`config.mk`:
```
export PLATFORM = sky130hd
export DESIGN_NAME = chase_steer_ctrl
export DESIGN_NICKNAME = d
export VERILOG_FILES = /design/src/rtl/chase_pkg.sv /design/src/rtl/chase_steer_motor_pwm.sv /design/src/rtl/chase_steer_ctrl.sv
export SDC_FILE = /design/constraint.sdc
export NUM_CORES = 1
export LEC_CHECK = 0
export ABC_AREA = 1
export CAP_MARGIN = 0
export CELL_PAD_IN_SITES_DETAIL_PLACEMENT = 0
export CELL_PAD_IN_SITES_GLOBAL_PLACEMENT = 2
export CORE_AREA = 8 8 149 151
export CTS_CLUSTER_SIZE = 8
export DETAILED_ROUTE_END_ITERATION = 8
export DIE_AREA = 0 0 157 159
export GPL_TIMING_DRIVEN = 0
export HOLD_SLACK_MARGIN = 0.02
export PLACE_DENSITY_LB_ADDON = 0.2
export SLEW_MARGIN = 10
export SYNTH_ARGS = -nofsm -noshare
export SYNTH_HDL_FRONTEND = slang
export SYNTH_SLANG_ARGS = --single-unit
```
`constraint.sdc`:
```
create_clock -name clk -period 3.45 [get_ports clk]
set_input_delay 0.8625 -clock clk [delete_from_list [all_inputs] [get_ports clk]]
set_output_delay 0.8625 -clock clk [all_outputs]
set_load 0.01 [all_outputs]
```
`src/rtl/chase_pkg.sv`:
```
// Shared types and helpers for the chase steering controller.
// Holds the FSM state encoding, the latched frame payload and duty saturation.
package chase_pkg;

  localparam int unsigned DUTY_W = 8;
  localparam int unsigned XF_W   = 11;
  localparam int unsigned ERR_W  = 12;

  typedef enum logic [1:0] {
    IDLE   = 2'd0,
    SEARCH = 2'd1,
    TRACK  = 2'd2,
    STOP   = 2'd3
  } chase_state_e;

  typedef struct packed {
    logic            valid;
    logic            near;
    logic [XF_W-1:0] x;
  } frame_sample_t;

  // Signed add clamped to the unsigned duty range 0..2**DUTY_W-1.
  function automatic logic [DUTY_W-1:0] sat_add(input logic signed [ERR_W-1:0] a,
                                                 input logic signed [ERR_W-1:0] b);
    logic signed [ERR_W:0] sum;
    sum = (ERR_W+1)'(a) + (ERR_W+1)'(b);
    if (sum[ERR_W])
      return '0;
    else if (|sum[ERR_W-1:DUTY_W])
      return '1;
    else
      return sum[DUTY_W-1:0];
  endfunction

endpackage

```
`src/rtl/chase_steer_motor_pwm.sv`:
```
// Single motor PWM channel: prescaler, 8-bit period counter and a duty
// value that is only picked up at the period boundary so pulses never tear.
module motor_pwm
  import chase_pkg::*;
#(
  parameter int unsigned PWM_DIV = 254
) (
  input  logic              clk,
  input  logic              rst_in,
  input  logic [DUTY_W-1:0] duty,
  output logic              pwm
);

  localparam int unsigned PRE_W = (PWM_DIV > 1) ? $clog2(PWM_DIV) : 1;

  logic [PRE_W-1:0]  presc;
  logic [DUTY_W-1:0] pc;
  logic [DUTY_W-1:0] active_duty;
  logic              step_c;
  logic              wrap_c;

  assign step_c = (presc == PRE_W'(PWM_DIV - 1));
  assign wrap_c = step_c && (pc == '1);

  always_ff @(posedge clk or posedge rst_in) begin
    if (rst_in) begin
      presc       <= '0;
      pc          <= '0;
      active_duty <= '0;
      pwm         <= 1'b0;
    end else begin
      presc <= step_c ? '0 : presc + PRE_W'(1);
      if (step_c)
        pc <= pc + DUTY_W'(1);
      if (wrap_c)
        active_duty <= duty;
      pwm <= (pc < active_duty);
    end
  end

endmodule

```
`src/rtl/chase_steer_ctrl.sv`:
```
// Per-frame blob follower: samples tracker centroid/radius on vsync fall,
// runs search/track/stop and drives two differential motor PWM channels.
module chase_steer_ctrl
  import chase_pkg::*;
#(
  parameter int unsigned H_ACTIVE    = 1024,
  parameter int unsigned H_CENTER    = 512,
  parameter int unsigned MIN_RADIUS  = 4,
  parameter int unsigned STOP_RADIUS = 60,
  parameter int unsigned BASE_DUTY   = 128,
  parameter int unsigned SEARCH_DUTY = 80,
  parameter int unsigned KP_SHIFT    = 1,
  parameter int unsigned ALPHA_SHIFT = 1,
  parameter int unsigned LOST_FRAMES = 8,
  parameter int unsigned PWM_DIV     = 254
) (
  input  logic        clk,
  input  logic        rst_in,
  input  logic        en,
  input  logic        vsync,
  input  logic [31:0] x_center,
  input  logic [23:0] radius,
  output logic        pwm_left,
  output logic        pwm_right,
  output logic        dir_left,
  output logic        dir_right,
  output logic [1:0]  state,
  output logic        frame_stb
);

  localparam int unsigned LOST_W = $clog2(LOST_FRAMES + 1);

  logic                     vsync_q;
  logic                     fall_c;
  frame_sample_t            smp;
  chase_state_e             state_q, state_d;
  logic [XF_W-1:0]          x_filt, x_filt_d;
  logic [LOST_W-1:0]        lost_cnt, lost_d;
  logic signed [ERR_W-1:0]  x_s, xf_s, diff_c, x_iir_c, err_c, adj_c, base_c;
  logic [DUTY_W-1:0]        duty_l, duty_r, duty_l_c, duty_r_c;
  logic                     dir_l_c, dir_r_c;

  assign fall_c = vsync_q & ~vsync;
  assign state  = state_q;

  // Frame edge detect and sample latch; validity is judged on full input width.
  always_ff @(posedge clk or posedge rst_in) begin
    if (rst_in) begin
      vsync_q   <= 1'b0;
      frame_stb <= 1'b0;
      smp       <= '0;
    end else begin
      vsync_q   <= vsync;
      frame_stb <= fall_c;
      if (fall_c) begin
        smp.valid <= (radius >= 24'(MIN_RADIUS)) && (x_center < 32'(H_ACTIVE));
        smp.near  <= (radius >= 24'(STOP_RADIUS));
        smp.x     <= x_center[XF_W-1:0];
      end
    end
  end

  assign x_s     = signed'({1'b0, smp.x});
  assign xf_s    = signed'({1'b0, x_filt});
  assign diff_c  = x_s - xf_s;
  assign x_iir_c = xf_s + (diff_c >>> ALPHA_SHIFT);

  always_ff @(posedge clk or posedge rst_in) begin
    if (rst_in) begin
      state_q  <= IDLE;
      x_filt   <= XF_W'(H_CENTER);
      lost_cnt <= '0;
    end else begin
      state_q  <= state_d;
      x_filt   <= x_filt_d;
      lost_cnt <= lost_d;
    end
  end

  // Next state; only frame strobes advance the FSM, en low overrides at once.
  always_comb begin
    state_d  = state_q;
    x_filt_d = x_filt;
    lost_d   = lost_cnt;
    if (!en) begin
      state_d = IDLE;
      lost_d  = '0;
    end else if (frame_stb) begin
      case (state_q)
        IDLE: state_d = SEARCH;
        SEARCH: begin
          if (smp.valid) begin
            x_filt_d = smp.x;
            lost_d   = '0;
            state_d  = smp.near ? STOP : TRACK;
          end
        end
        TRACK, STOP: begin
          if (smp.valid) begin
            x_filt_d = x_iir_c[XF_W-1:0];
            lost_d   = '0;
            state_d  = smp.near ? STOP : TRACK;
          end else if (lost_cnt == LOST_W'(LOST_FRAMES - 1)) begin
            lost_d  = '0;
            state_d = SEARCH;
          end else begin
            lost_d = lost_cnt + LOST_W'(1);
          end
        end
        default: state_d = IDLE;
      endcase
    end
  end

  assign err_c  = xf_s - signed'(ERR_W'(H_CENTER));
  assign adj_c  = err_c >>> KP_SHIFT;
  assign base_c = signed'(ERR_W'(BASE_DUTY));

  // Motor command from the settled state; steering is proportional to offset.
  always_comb begin
    duty_l_c = '0;
    duty_r_c = '0;
    dir_l_c  = 1'b1;
    dir_r_c  = 1'b1;
    case (state_q)
      SEARCH: begin
        duty_l_c = DUTY_W'(SEARCH_DUTY);
        duty_r_c = DUTY_W'(SEARCH_DUTY);
        dir_r_c  = 1'b0;
      end
      TRACK: begin
        duty_l_c = sat_add(base_c, adj_c);
        duty_r_c = sat_add(base_c, -adj_c);
      end
      default: ;
    endcase
  end

  always_ff @(posedge clk or posedge rst_in) begin
    if (rst_in) begin
      duty_l    <= '0;
      duty_r    <= '0;
      dir_left  <= 1'b0;
      dir_right <= 1'b0;
    end else begin
      duty_l    <= duty_l_c;
      duty_r    <= duty_r_c;
      dir_left  <= dir_l_c;
      dir_right <= dir_r_c;
    end
  end

  motor_pwm #(.PWM_DIV(PWM_DIV)) u_pwm_left (
    .clk    (clk),
    .rst_in (rst_in),
    .duty   (duty_l),
    .pwm    (pwm_left)
  );

  motor_pwm #(.PWM_DIV(PWM_DIV)) u_pwm_right (
    .clk    (clk),
    .rst_in (rst_in),
    .duty   (duty_r),
    .pwm    (pwm_right)
  );

endmodule

```
==> impl_metrics.sql, run 1 <==
INSERT INTO impl_metrics (metric_group, metric, value, unit) VALUES
('layout', 'finished_core_util', '0.3706', ''),
('global_route', 'grt_util_all_layers', '0.1193', ''),
('placed_design', 'placed_area', '7066', 'µm²'),
('worst_setup_path', 'worst_path_max_delay_cell', 'sky130_fd_sc_hd__dfrtp_2', ''),
('placed_design', 'place_hpwl', '11450', 'µm'),
('layout', 'syn2layout_area_growth', '22.08', '%'),
('die', 'rows', '52', ''),
('sta', 'worst-slew-pin-transition', '676.7', 'ps'),
('clocking', 'clk_pin_slew', '70', 'ps'),
('run', 'max_cap_viol_count', '0', ''),
('die', 'floorplan_die_area', '24960', 'µm²'),
('synthesis', 'postSynthCellCount', '730', ''),
('worst_setup_path', 'timing.critical_path.mode_cell', 'sky130_fd_sc_hd__nand3_1', ''),
('layout', 'fin_cells', '1082', ''),
('run_status', 'status', 'finished, final reports clean', ''),
('sta', 'final_max_slew_viol_count', '0', ''),
('global_route', 'grt_pass1_wl', '24070', 'µm'),
('die', 'start_util', '0.3035', ''),
('layout', 'design_area', '7353', 'µm²'),
('placed_design', 'place.port_buffers', '64', ''),
('layout', 'nNetsFinal', '925', ''),
('die', 'die_width', '157', 'µm'),
('worst_hold_path', 'min_path_type', 'reg2reg', ''),
('global_route', 'antenna_violations_before_repair', '0', ''),
('worst_setup_path', 'required', '3700', 'ps'),
('placed_design', 'dp_cells', '1067', ''),
('global_route', 'grt_remaining_overflow', '0', ''),
('synthesis', 'mappedNetlistArea', '6023', 'µm²'),
('die', 'chipHeight', '159', 'µm'),
('clocking', 'cts-buffers-inserted', '9', ''),
('sta', 'rsz_0062_raised_after_global_routing', 'no', ''),
('drt', 'drt-initial-drc-count', '200', ''),
('global_route', 'routing_layer_with_the_top_usage_in_global_route', 'met2', ''),
('global_route', 'grt_start_max_net_pins', '31', ''),
('sta', 'min_period_over_period', '0.9138', ''),
('synthesis', 'synthesis.nets', '847', ''),
('clocking', 'cts_setup_buffers', '0', ''),
('worst_setup_path', 'critPathLaunchType', 'register', ''),
('clocking', 'tritoncts', 'built', ''),
('worst_setup_path', 'worst-path-max-fanout', '6', ''),
('sta', 'slew_headroom', '0.5489', ''),
('worst_setup_path', 'critical_path.max_stage_delay', '440', 'ps'),
('clocking', 'cts_num_sinks', '100', ''),
('die', 'num_io_pins', '67', ''),
('clocking', 'worst_skew_pair.late_latency', '350', 'ps'),
('worst_setup_path', 'critical_path.n_buffers_inverters', '3', ''),
('global_route', 'gr-usage-met2', '0.1966', ''),
('sta', 'hold_viol', '0', ''),
('sta', 'clock.fmax', '317.2', 'MHz'),
('clocking', 'postCtsHoldBufs', '0', ''),
('drt', 'detail_route.first_pass.iterations', '4', ''),
('worst_setup_path', 'setup_crit_path_kind', 'reg2reg', ''),
('synthesis', 'postSynthRegisterBits', '100', ''),
('synthesis', 'synth-warning-count', '0', ''),
('global_route', 'grtUsageMet3', '0.03692', ''),
('synthesis', 'synth_sequential_area_ratio', '0.4157', ''),
('worst_setup_path', 'critPathArrivalTime', '3400', 'ps'),
('power', 'totalPowerFinal', '5.240', 'mW'),
('sta', 'setup_total_negative_slack', '0', 'ps'),
('worst_setup_path', 'worst_path_dominant_cell_family', 'simple AND/OR/NAND/NOR gates', ''),
('worst_setup_path', 'crit_path_cell_chain', 'inv_2, ha_1, a21oi_1, o21ai_0, a21oi_1, nor2_1, nor2_1, xor2_1, inv_1, ha_1, nand2_1, nor2_1, nand3_1, nand3_1, inv_1, nand3_1, nand3_1, nand2_1, nand2_1', ''),
('global_route', 'grt_pass1_vias', '5072', ''),
('synthesis', 'avgSynthCellArea', '8.251', 'µm²'),
('worst_setup_path', 'worst_setup_path_end_kind', 'register', ''),
('drt', 'drt-total-wl', '14130', 'µm'),
('clocking', 'clock-root-buffer', 'sky130_fd_sc_hd__clkbuf_16', ''),
('sta', 'timing.final.setup_violations', '0', ''),
('drt', 'ant_nets', '0', ''),
('drt', 'drcViolationCount', '0', ''),
('synthesis', 'synthDistinctLibCells', '41', ''),
('drt', 'routed-via-count', '4912', '');
metal layers:
metal  routed length (µm)  part of all wire
met1                 6567              0.46
met5                    0                 0
met3                  637             0.045
met4                  191             0.014
met2                 6733              0.48
worst register-to-register path, stage by stage (launching register included):
cell and delay, ps:
sky130_fd_sc_hd__dfrtp_2 440, sky130_fd_sc_hd__inv_2 110, sky130_fd_sc_hd__ha_1 290, sky130_fd_sc_hd__a21oi_1 220, sky130_fd_sc_hd__o21ai_0 150, sky130_fd_sc_hd__a21oi_1 220, sky130_fd_sc_hd__nor2_1 70, sky130_fd_sc_hd__nor2_1 120
sky130_fd_sc_hd__xor2_1 170, sky130_fd_sc_hd__inv_1 70, sky130_fd_sc_hd__ha_1 380, sky130_fd_sc_hd__nand2_1 100, sky130_fd_sc_hd__nor2_1 140, sky130_fd_sc_hd__nand3_1 100, sky130_fd_sc_hd__nand3_1 130, sky130_fd_sc_hd__inv_1 50
sky130_fd_sc_hd__nand3_1 80, sky130_fd_sc_hd__nand3_1 90, sky130_fd_sc_hd__nand2_1 90, sky130_fd_sc_hd__nand2_1 40
cells in the mapped netlist (all sizes together):
master / instances / area (µm²)
o22ai: 3 / 18.77
dfstp: 1 / 26.28
nand4: 14 / 117.6
a21oi: 41 / 205.2
a21o: 4 / 30.03
o21bai: 2 / 15.01
clkbuf: 3 / 11.26
nor3b: 3 / 22.52
nand3: 38 / 190.2
nand2: 163 / 619.4
inv: 98 / 367.8
fa: 2 / 40.04
xnor2: 13 / 113.9
buf: 3 / 23.77
a221oi: 1 / 8.760
ha: 55 / 688.2
nor4: 5 / 31.28
nor3: 11 / 66.32
o221ai: 1 / 8.760
dfrtp: 99 / 2477
mux2: 8 / 90.09
a31oi: 6 / 37.54
o31ai: 1 / 7.510
conb: 1 / 3.750
o21ai: 37 / 219.0
nor2: 86 / 327.8
a41oi: 1 / 8.760
o211ai: 5 / 37.54
or2: 2 / 12.51
xor2: 20 / 175.2
a21boi: 1 / 7.510
o21a: 1 / 7.510
and3: 1 / 6.260
state kept, by name, summed over array words and instances (netlist names), 2 cells and up:
name	cells
u_pwm_left.presc	8
u_pwm_right.pc	8
u_pwm_right.active_duty	8
u_pwm_right.presc	8
u_pwm_left.pc	8
u_pwm_left.active_duty	8
x_filt	11
duty_r	8
state	2
duty_l	8
lost_cnt	4
smp	13
area by class of cell:
type / count / area, µm²
clock buffer: 12 / 256.5
clock inverter: 3 / 21.27
multi-input combinational: 526 / 3120
timing repair buffer: 67 / 700.7
buffer: 6 / 35.03
fill: 2038 / 12490
tap: 270 / 337.8
sequential: 100 / 2510
inverter: 98 / 371.6
kinds of logic after synthesis:
kind of cell             synth area share
AND/OR/NAND/NOR                    0.2314
AO/OA/AOI/OAI                      0.1016
buffers and inverters             0.06689
flip-flops                         0.4157
adder cells (fa/ha/maj)            0.1209
XOR/XNOR                          0.04799
multiplexers                      0.01496
other                           0.0006226
cells in the final DEF (no fill, tap or decap), types with 12 or more instances in the layout:
cell / instances
sky130_fd_sc_hd__a21oi_1: 41
sky130_fd_sc_hd__nand2_1: 160
sky130_fd_sc_hd__xnor2_1: 13
sky130_fd_sc_hd__inv_1: 93
sky130_fd_sc_hd__o21ai_0: 27
sky130_fd_sc_hd__nand3_1: 38
sky130_fd_sc_hd__ha_1: 55
sky130_fd_sc_hd__nor2_1: 84
sky130_fd_sc_hd__dfrtp_1: 94
sky130_fd_sc_hd__clkdlybuf4s50_1: 64
sky130_fd_sc_hd__xor2_1: 20
sky130_fd_sc_hd__nand4_1: 12
report_power, final:
group          total [mW]  switching (mW)  internal (mW)  leakage [nW]
sequential           1.48           0.167           1.32          1.30
clock               0.980           0.453          0.527         0.135
combinational        2.78            1.71           1.07          2.14
total                5.24            2.33           2.91          3.58
final timing paths:
kind | from | to | slack, ps | depth (start not counted)
setup / recovery | x_filt[3]$_DFFE_PP0P_ | x_filt[10]$_DFFE_PP0P_ | 300 | 19
max in group asynchronous | rst_in | x_filt[1]$_DFFE_PP0P_ | 1590 | 5
hold / removal | duty_r[5]$_DFF_PP0_ | u_pwm_right.active_duty[5]$_DFFE_PP0P_ | 480 | 1
setup reg to reg | x_filt[3]$_DFFE_PP0P_ | x_filt[10]$_DFFE_PP0P_ | 300 | 19
min in group asynchronous | rst_in | u_pwm_left.presc[5]$_DFF_PP0_ | 900 | 2
hold reg to reg | duty_r[5]$_DFF_PP0_ | u_pwm_right.active_duty[5]$_DFFE_PP0P_ | 480 | 1
per-stage QoR:
stage	hold slack, ps	setup WS (ps)
3_5_place_dp	465.8	-63.94
3_3_place_gp	466.1	-58.61
6_report	477.9	297.5
4_1_cts	482.1	150.6
2_1_floorplan	455.0	771.6
5_1_grt	495.4	11.62
repair_timing:
action | in CTS | in global routing
setup endpoints to repair | 1 | 3
gates cloned | 0 | 0
gates resized for setup | 1 | 6
Note: power is estimated with default switching activity, not from simulation.
==> run 2, diff against run 1 <==
--- a/config.mk
+++ b/config.mk
@@ -9,10 +9,10 @@
 export CAP_MARGIN = 0
 export CELL_PAD_IN_SITES_DETAIL_PLACEMENT = 0
 export CELL_PAD_IN_SITES_GLOBAL_PLACEMENT = 2
-export CORE_AREA = 8 8 149 151
+export CORE_AREA = 8 8 143 145
 export CTS_CLUSTER_SIZE = 8
 export DETAILED_ROUTE_END_ITERATION = 8
-export DIE_AREA = 0 0 157 159
+export DIE_AREA = 0 0 151 153
 export GPL_TIMING_DRIVEN = 0
 export HOLD_SLACK_MARGIN = 0.02
 export PLACE_DENSITY_LB_ADDON = 0.2
==> constraint.sdc (replaced) <==
create_clock -name clk -period 3.35 [get_ports clk]
set_input_delay 0.8375 -clock clk [delete_from_list [all_inputs] [get_ports clk]]
set_output_delay 0.8375 -clock clk [all_outputs]
set_load 0.01 [all_outputs]
==> run 2 against run 1 <==
Net effect:
- non-clock buffer count grew 8
- final cell count shrank 2.5%
- flip-flop and latch count is the same
- wire length shrank 2.6%
- sequential share of layout area shrank 0.099 points
- global-route usage grew 0.71 points
- design area grew 0.34%
- setup slack lost 18 ps
- power grew 4.2%
- sequential power grew 3%
- combinational power grew 5%
- count of clock-buffer cells in the layout shrank 2
- largest cell class unchanged
==> impl_metrics.sql, run 2 (same netlist as run 1, synthesis figures left out) <==
INSERT INTO impl_metrics (metric_group, metric, value, unit) VALUES
('layout', 'flip_flop_count_of_the_largest_register_all_copies_and_words_added', '13', ''),
('global_route', 'grt_pass1_vias', '4960', ''),
('worst_setup_path', 'worst-path-max-fanout', '6', ''),
('sta', 'slew_headroom', '0.5191', ''),
('power', 'power.switching_fraction', '0.4409', ''),
('layout', 'multi_input_area', '3127', 'µm²'),
('sta', 'clock.fmax', '325.7', 'MHz'),
('worst_setup_path', 'critPathLaunchType', 'register', ''),
('layout', 'filler_cell_count', '1859', ''),
('clocking', 'cts-buffers-inserted', '9', ''),
('layout', 'mostFrequentLayoutCell', 'sky130_fd_sc_hd__nand2_1', ''),
('drt', 'drcViolationCount', '0', ''),
('sta', 'fin_crit', '3070', 'ps'),
('worst_setup_path', 'regToRegStartpoint', 'x_filt[3]$_DFFE_PP0P_', ''),
('power', 'clock_share_of_power', '0.185', ''),
('clocking', 'tritoncts', 'built', ''),
('clocking', 'clock-root-buffer', 'sky130_fd_sc_hd__clkbuf_16', ''),
('worst_setup_path', 'reg2reg_slack', '280', 'ps'),
('worst_hold_path', 'min_path_type', 'reg2reg', ''),
('clocking', 'clock_path_buffers', '2', ''),
('layout', 'nNetsFinal', '933', ''),
('drt', 'detail_routed_net_length_per_standard_cell', '13.04', 'µm'),
('sta', 'final_max_slew_viol_count', '0', ''),
('worst_hold_path', 'hp-start', 'duty_r[1]$_DFF_PP0_', ''),
('sta', 'skew', '7.613', 'ps'),
('layout', 'n_antenna_cell', '0', ''),
('power', 'pwr-share-seq', '0.279', ''),
('global_route', 'grt_pass1_wl', '23640', 'µm'),
('power', 'combinational_power_share', '0.536', ''),
('die', 'num_io_pins', '67', ''),
('layout', 'layout_common_cells', 'sky130_fd_sc_hd__nand2_1, sky130_fd_sc_hd__dfrtp_1, sky130_fd_sc_hd__inv_1', ''),
('placed_design', 'gp_congestion', '0.8129', ''),
('placed_design', 'place_hpwl', '11050', 'µm'),
('worst_setup_path', 'reg2regPathDepth', '19', ''),
('layout', 'layout-drive-gt1-share', '0.09135', ''),
('worst_setup_path', 'setup_crit_path_kind', 'reg2reg', ''),
('power', 'power.leakage', '3.605', 'nW'),
('drt', 'drt-initial-drc-count', '171', ''),
('clocking', 'htree_num_levels', '3', ''),
('power', 'peakVddDrop', '0.0003418', 'V'),
('die', 'die_width', '151', 'µm'),
('global_route', 'grt_util_all_layers', '0.1264', ''),
('placed_design', 'place.port_buffers', '64', ''),
('placed_design', 'placed_area', '7000', 'µm²'),
('die', 'rows', '50', ''),
('power', 'total_switching_power', '2.407', 'mW'),
('drt', 'drt-vias-per-instance', '4.635', ''),
('worst_setup_path', 'timing.critical_path.mode_cell', 'sky130_fd_sc_hd__nand3_1', ''),
('worst_setup_path', 'required', '3600', 'ps'),
('placed_design', 'dp_cells', '1030', ''),
('layout', 'largest_register', 'smp', ''),
('worst_setup_path', 'critPathArrivalTime', '3320', 'ps'),
('worst_setup_path', 'crit_path_cell_chain', 'inv_2, ha_1, a21oi_2, o21ai_0, a21oi_1, nor2_1, nor2_1, xor2_1, inv_1, ha_2, nand2_1, nor2_1, nand3_1, nand3_1, inv_1, nand3_1, nand3_1, nand2_1, nand2_1', ''),
('clocking', 'clk_pin_slew', '70', 'ps'),
('run_status', 'status', 'finished, final reports clean', ''),
('layout', 'seqCellArea', '2511', 'µm²'),
('layout', 'design_area', '7378', 'µm²'),
('clocking', 'worst_skew_pair.late_latency', '350', 'ps'),
('global_route', 'grt_remaining_overflow', '0', ''),
('die', 'chipHeight', '153', 'µm'),
('power', 'power_density', '740.0', 'nW/µm²'),
('worst_setup_path', 'worst_path_max_delay_cell', 'sky130_fd_sc_hd__dfrtp_2', ''),
('run', 'max_cap_viol_count', '0', ''),
('sta', 'rsz_0062_raised_after_global_routing', 'no', ''),
('layout', 'syn2layout_area_growth', '22.50', '%'),
('worst_setup_path', 'critical_path.max_stage_delay', '420', 'ps'),
('sta', 'timing.final.setup_violations', '0', ''),
('power', 'intPower', '3.053', 'mW'),
('sta', 'hold_viol', '0', ''),
('layout', 'largest_registers', 'smp x13, x_filt x11', ''),
('layout', 'fin_cells', '1055', ''),
('drt', 'ant_nets', '0', ''),
('sta', 'min_period_over_period', '0.9165', ''),
('worst_setup_path', 'crit-reg2reg-capture', 'x_filt[10]$_DFFE_PP0P_', ''),
('sta', 'worst-slew-pin-transition', '719.8', 'ps'),
('die', 'core_area', '18270', 'µm²'),
('worst_hold_path', 'worst_hold_path.endpoint', 'u_pwm_right.active_duty[1]$_DFFE_PP0P_', ''),
('die', 'start_util', '0.3297', ''),
('clocking', 'cts_num_sinks', '100', ''),
('layout', 'finished_core_util', '0.4039', ''),
('drt', 'detail_route.first_pass.iterations', '5', ''),
('die', 'floorplan_die_area', '23100', 'µm²'),
('worst_setup_path', 'worst_setup_path_end_kind', 'register', ''),
('global_route', 'grt_start_max_net_pins', '39', ''),
('drt', 'routed-via-count', '4890', ''),
('global_route', 'antenna_violations_before_repair', '0', ''),
('worst_hold_path', 'holdPathStages', '1', ''),
('drt', 'drt-total-wl', '13760', 'µm');
-- run 2: cell count changes in the layout (fill, tap and decap cells not counted), sizes merged --
cell	before	now
inv	98	97
buf	6	14
clkbuf	15	13
clkinv	1	3
clkinvlp	2	4
-- run 2: worst max-delay path by stage --
stage | from | end | cells after the start
5_1_grt | x_filt[9]$_DFFE_PP1P_ | x_filt[10]$_DFFE_PP0P_ | 19
3_5_place_dp | x_filt[1]$_DFFE_PP0P_ | x_filt[9]$_DFFE_PP1P_ | 17
3_3_place_gp | x_filt[1]$_DFFE_PP0P_ | x_filt[9]$_DFFE_PP1P_ | 17
4_1_cts | x_filt[5]$_DFFE_PP0P_ | x_filt[10]$_DFFE_PP0P_ | 19
6_report | x_filt[3]$_DFFE_PP0P_ | x_filt[10]$_DFFE_PP0P_ | 19
2_1_floorplan | x_filt[1]$_DFFE_PP0P_ | x_filt[10]$_DFFE_PP0P_ | 18
-- run 2: what timing repair did --
item                       4_1_cts  5_1_grt
pin swaps                        0        1
hold buffers                     0        0
setup endpoints to repair        2        4
gates resized for setup          1       12
buffers inserted                 0        9
-- run 2: worst max-delay path, delay by kind of cell, from the launching register on --
family	cells	cell delay (ps)
and+or+nand+nor	10	910
adders and majority gates	2	730
AOI/OAI and AO/OA	3	530
DFF	1	420
buffers and inverters	3	200
xor gates and xnor gates	1	190
-- run 2: metal layers --
layer / global-route usage / share of wire / wire [µm]
met1: 0.1577 / 0.47 / 6399
met3: 0.04104 / 0.051 / 696
met5: 0 / 0 / 0
met2: 0.2027 / 0.47 / 6519
met4: 0.03866 / 0.010 / 144
-- run 2: metrics by stage --
| stage | hold slack, ps | setup slack (ps) | setup TNS [ps] | total power [mW] |
|---|---|---|---|---|
| 6_report | 479.8 | 279.9 | 0 | 5.460 |
| 5_1_grt | 492.6 | 2.105 | 0 | 6.029 |
| 4_1_cts | 486.0 | 97.63 | 0 | 5.438 |
| 3_5_place_dp | 469.4 | -117.4 | -124.1 | 4.381 |
| 3_3_place_gp | 463.8 | -101.0 | -101.0 | 4.359 |
| 2_1_floorplan | 455.0 | 671.6 | 0 | 3.628 |
-- run 2: power by group through the flow --
stage	Combinational (mW)	Clock, mW	Sequential, mW
finish	2.93	1.01	1.52
global route	3.36	1.11	1.55
CTS	2.86	1.06	1.53
floorplan	2.14	0	1.49
detailed placement	2.83	0	1.55
global placement	2.81	0	1.54
-- run 2: final cells by class --
type / count / area share
Multi-Input combinational cell: 526 / 0.4238
Sequential cell: 100 / 0.3403
Timing Repair Buffer: 75 / 0.1014
Inverter: 98 / 0.05138
Tap cell: 234 / 0.03968
Clock buffer: 10 / 0.03239
Clock inverter: 6 / 0.006274
Buffer: 6 / 0.004748
==> variant 1 (settings of run 1) <==
`PWM_DIV` is set to 254 in 2 places; all go to 508.
--- a/src/rtl/chase_steer_motor_pwm.sv
+++ b/src/rtl/chase_steer_motor_pwm.sv
@@ -3,7 +3,7 @@
 module motor_pwm
   import chase_pkg::*;
 #(
-  parameter int unsigned PWM_DIV = 254
+  parameter int unsigned PWM_DIV = 508
 ) (
   input  logic              clk,
   input  logic              rst_in,
--- a/src/rtl/chase_steer_ctrl.sv
+++ b/src/rtl/chase_steer_ctrl.sv
@@ -12,7 +12,7 @@
   parameter int unsigned KP_SHIFT    = 1,
   parameter int unsigned ALPHA_SHIFT = 1,
   parameter int unsigned LOST_FRAMES = 8,
-  parameter int unsigned PWM_DIV     = 254
+  parameter int unsigned PWM_DIV     = 508
 ) (
   input  logic        clk,
   input  logic        rst_in,
Function: no difference found for any inputs over 10 cycles, from zero or initial values and one cycle with rst_in high; that may be too few to reach the edited logic, so the function may still have changed.
==> variant 1 against run 1 <==
  * Wire length up 0.84%
  * Count of clock-buffer cells in the layout down 2
  * Utilization up 0.49 points
  * Sequential cell count up 2
  * Largest power group unchanged
  * Power up 1.6%
  * Via count up 1.3%
  * Final cell count up 1.8%
  * Final area up 1.3%
  * Setup slack worse by 0.013 ns
  * Synthesized area up 1.4%
==> variant 1: results <==
metrics = {
    "grt": {
        "grt_max_degree": 38,
        "grt_pass1_vias": 5117,
        "gr-usage-all-layers_pct": 12.2,
        "grt_pass1_wl_microns": 24500,
        "antenna_found_initial": 0,
    },
    "setup_path": {
        "cp_slowest_stage_delay_ns": 0.51,
        "crit_path_max_fanout": 6,
        "slowest_stage": "dfrtp_1",
    },
    "sta": {
        "max-slew-margin-rel_pct": 58.6,
        "fin_skew_ns": 0.00865,
    },
    "yosys": {
        "synth.area.mux_share_pct": 0,
        "syn_inst": 748,
        "synth-async-reset-ratio_pct": 100,
        "synth_nets": 863,
        "synth_compound_area_share_pct": 11.3,
        "synth-xor-area-share_pct": 4.88,
        "synth_adder_area_share_pct": 11.5,
        "netlist_top_cells_count": "167 x nand2_1, 106 x inv_1, 101 x dfrtp_1",
    },
    "routing": {
        "totalWireLength_microns": 14200,
        "dr_total_vias": 4977,
        "via_per_inst": 4.52,
        "dr.first_iter.drc_count": 167,
    },
    "power_and_ir_drop": {
        "p_int_mw": 2.93,
        "leakage_nw": 3.60,
        "vdd_drop_max_mv": 0.298,
    },
    "place": {
        "gp_congestion": 0.838,
        "dpl-instance-area_sq_um": 7160,
        "placed_cells": 1085,
    },
    "run_status": {
        "status": "finished, final reports clean",
    },
    "layout": {
        "reg_top3": "smp (13), x_filt (11)",
        "nets": 941,
        "final_layout_size_suffix_gt1_share_pct": 6.74,
    },
}
[variant 1: changes by cell type after synthesis, sizes merged, moves of 2 or more]
cell   delta
a21oi     +3
a31oi     +3
dfrtp     +2
ha        -2
inv       +9
mux2      -8
nand2     +8
nand3     -3
nand4     -2
nor2      -2
o21ai     +9
[variant 1: power groups by stage]
stage	Clock [mW]	Sequential (mW)	Combinational (mW)
2_1_floorplan	0	1.48	2.10
3_3_place_gp	0	1.53	2.79
3_5_place_dp	0	1.53	2.81
4_1_cts	1.04	1.51	2.84
5_1_grt	1.09	1.54	3.23
6_report	0.983	1.51	2.83
[variant 1: path summary, 6_finish.rpt]
path / start / endpoint / slack, ns / depth (start not counted)
max: x_filt[1] / x_filt[10] / 0.28 / 17
max reg2reg: x_filt[1] / x_filt[10] / 0.28 / 17
max in group asynchronous: rst_in / x_filt[8] / 1.81 / 4
min reg2reg: duty_l[2] / u_pwm_left.active_duty[2] / 0.46 / 2
min in group asynchronous: rst_in / smp[4] / 0.90 / 2
min: duty_l[2] / u_pwm_left.active_duty[2] / 0.46 / 2
[variant 1: per-layer routing]
metal,vias to the layer above,global-route usage (%),part of all wire [%]
met3,12,3.12,3.6
met2,63,20.5,48
met5,-,0,0
li1,2590,-,-
met1,2312,14.9,47
met4,0,4.02,1.6
[variant 1: area by class of cell]
cell class / instances / area [sq um]
plain buffers: 7 / 43.8
clock buffers: 10 / 239
clock inverters: 6 / 45.0
fillers: 2089 / 12400
inverters: 107 / 405
multi-input cells: 532 / 3110
flip-flops and latches: 102 / 2560
well taps: 270 / 338
repair buffers: 67 / 708
[variant 1: cell families after synthesis]
logic type / count (synthesis)
and+or+nand+nor: 323
AOI/OAI and AO/OA: 119
buffers and inverters: 114
DFF: 102
adders and majority gates: 55
xor gates and xnor gates: 34
other: 1
[variant 1: stage by stage]
stage	total power, mW	worst slack [ns]
after floorplan	3.58	0.776
after global placement	4.32	0.0742
after detailed placement	4.34	0.0704
after CTS	5.38	0.0621
after global routing	5.85	0.0299
final	5.32	0.285
[variant 1: worst max-delay path, delay by kind of cell, from the launching register on]
kind,cells,cell delay [ns]
AO/OA/AOI/OAI,1,0.25
buffers and inverters,3,0.31
adder cells (fa/ha/maj),2,0.87
XOR/XNOR,1,0.19
flip-flops,1,0.51
AND/OR/NAND/NOR,10,0.93
==> variant 2 (flow settings as in run 1) <==
Made on the original files. Register the output `pwm_right`, with the module's reset; this adds one clock of latency there. The other outputs are not delayed to match.
--- a/src/rtl/chase_steer_ctrl.sv
+++ b/src/rtl/chase_steer_ctrl.sv
@@ -29,6 +29,8 @@
 );
 
   localparam int unsigned LOST_W = $clog2(LOST_FRAMES + 1);
+
+  logic pwm_right_d;
 
   logic                     vsync_q;
   logic                     fall_c;
@@ -161,8 +163,16 @@
     .clk    (clk),
     .rst_in (rst_in),
     .duty   (duty_r),
-    .pwm    (pwm_right)
+    .pwm    (pwm_right_d)
   );
+
+  always_ff @(posedge clk or posedge rst_in) begin
+    if (rst_in) begin
+      pwm_right <= '0;
+    end else begin
+      pwm_right <= pwm_right_d;
+    end
+  end
 
 endmodule
 
Behaviour: same outputs for any inputs over 10 cycles, from zero or initial values and one cycle with rst_in high; that may be too few to reach the edited logic, so the function may still have changed.
==> variant 2 against run 1 <==
  * Sequential cell count increased by 1
  * Highest routed layer unchanged
  * Hold slack got worse by 0.13 ns
  * Power increased by 3.8%
  * Largest cell class unchanged
  * Setup slack improved by 0.013 ns
  * Final cell count decreased by 0.37%
  * Synthesized area increased by 0.15%
  * Final area increased by 0.32%
  * Wire length increased by 4.4%
  * Clock power increased by 9%
  * Die area unchanged
==> variant 2: results <==
metrics = {
    "run_status": {
        "status": "finished, final reports clean",
    },
    "grt": {
        "met2_usage_pct": 21.0,
        "grt_pass1_vias": 5079,
        "grtUsageMet3_pct": 2.96,
        "gr-usage-all-layers_pct": 12.7,
        "grt_use_met1_pct": 16.0,
        "grt_pass1_wl_microns": 25500,
        "antenna_found_initial": 0,
        "grt_max_degree": 36,
    },
    "yosys": {
        "synth.distinct_cells": 45,
        "ys_top_cells_by_area": "dfrtp_1 41%, ha_1 11%, nand2_1 9.6%, nor2_1 5.9%, inv_1 5.3%",
        "synth-xor-area-share_pct": 4.79,
        "ys_seq_elements": 101,
        "synth_adder_area_share_pct": 12.1,
        "synth_nets": 843,
        "synth_compound_area_share_pct": 9.96,
        "synth.area.mux_share_pct": 1.49,
        "netlist_top_cells_count": "155 x nand2_1, 100 x dfrtp_1, 95 x nor2_1",
        "ys_seq_area_share_pct": 41.9,
    },
    "routing": {
        "drt-met1-wl_microns": 7030,
        "dr_wl_met3_microns": 410,
        "dr.first_iter.drc_count": 173,
        "totalWireLength_microns": 14800,
        "wl_met2_microns": 7120,
        "dr_total_vias": 4917,
    },
    "layout": {
        "clock_area_share_pct": 4.21,
        "multi_input_gates": 531,
        "final_layout_size_suffix_gt1_share_pct": 7.55,
        "num-nonclk-inverters": 88,
        "regArea_sq_um": 2530,
        "n_all_buffers": 72,
        "nFillCells": 2041,
        "multi_input_area_share_pct": 42.6,
        "clkbuf_count": 11,
        "buffer_area_share_pct": 9.70,
        "fin_util_pct": 37.2,
    },
    "sta": {
        "fin_skew_ns": 0.00670,
        "max-slew-margin-rel_pct": 48.3,
        "hold_viol": 0,
    },
    "min_path": {
        "whs_path_depth": 0,
        "min_from": "u_pwm_right.pwm",
        "hold_end": "pwm_right",
    },
    "power_and_ir_drop": {
        "power_frac_comb_pct": 52.5,
        "vdd_drop_max_mv": 0.270,
        "power_frac_seq_pct": 27.7,
        "p_per_area_nw_per_um2": 738,
        "p_sw_share_pct": 45.0,
        "leakage_nw": 3.61,
    },
    "setup_path": {
        "crit_path_max_fanout": 6,
        "slowest_stage": "dfstp_2",
        "r2r_start": "x_filt[9]",
        "r2r_cells": 18,
        "cp_slowest_stage_delay_ns": 0.63,
        "cp_data_arrival_time_ns": 3.39,
        "cp_top_family": "simple AND/OR/NAND/NOR gates",
    },
    "place": {
        "dp_hpwl_microns": 11700,
        "dpl-instance-area_sq_um": 7050,
        "gp_congestion": 0.811,
    },
    "clock_tree": {
        "clockBufferDepth": 2,
    },
}
## variant 2: cell types whose count changed after synthesis, moves of 2 or more
cell,before,now
a21oi_1,41,38
o21ai_1,0,3
nand2_1,160,155
nor2_1,84,95
o21ai_0,28,26
o21ai_2,9,0
nor2_2,2,4
inv_1,94,85
a21oi_2,0,9
## variant 2: metrics by stage
| stage | setup WS (ns) | total power, mW | instances |
|---|---|---|---|
| after floorplan | 0.776 | 3.56 | 726 |
| after global placement | -0.00240 | 4.38 | 1060 |
| after detailed placement | -0.0289 | 4.38 | 1062 |
| after CTS | 0.162 | 5.51 | 1078 |
| after global routing | 0.00348 | 5.99 | 1078 |
| final | 0.311 | 5.44 | 1078 |
## variant 2: cell families after synthesis
group | after synthesis
xor gates and xnor gates | 33
muxes | 8
DFF | 101
AOI/OAI and AO/OA | 102
and+or+nand+nor | 330
other | 1
adders and majority gates | 57
buffers and inverters | 94
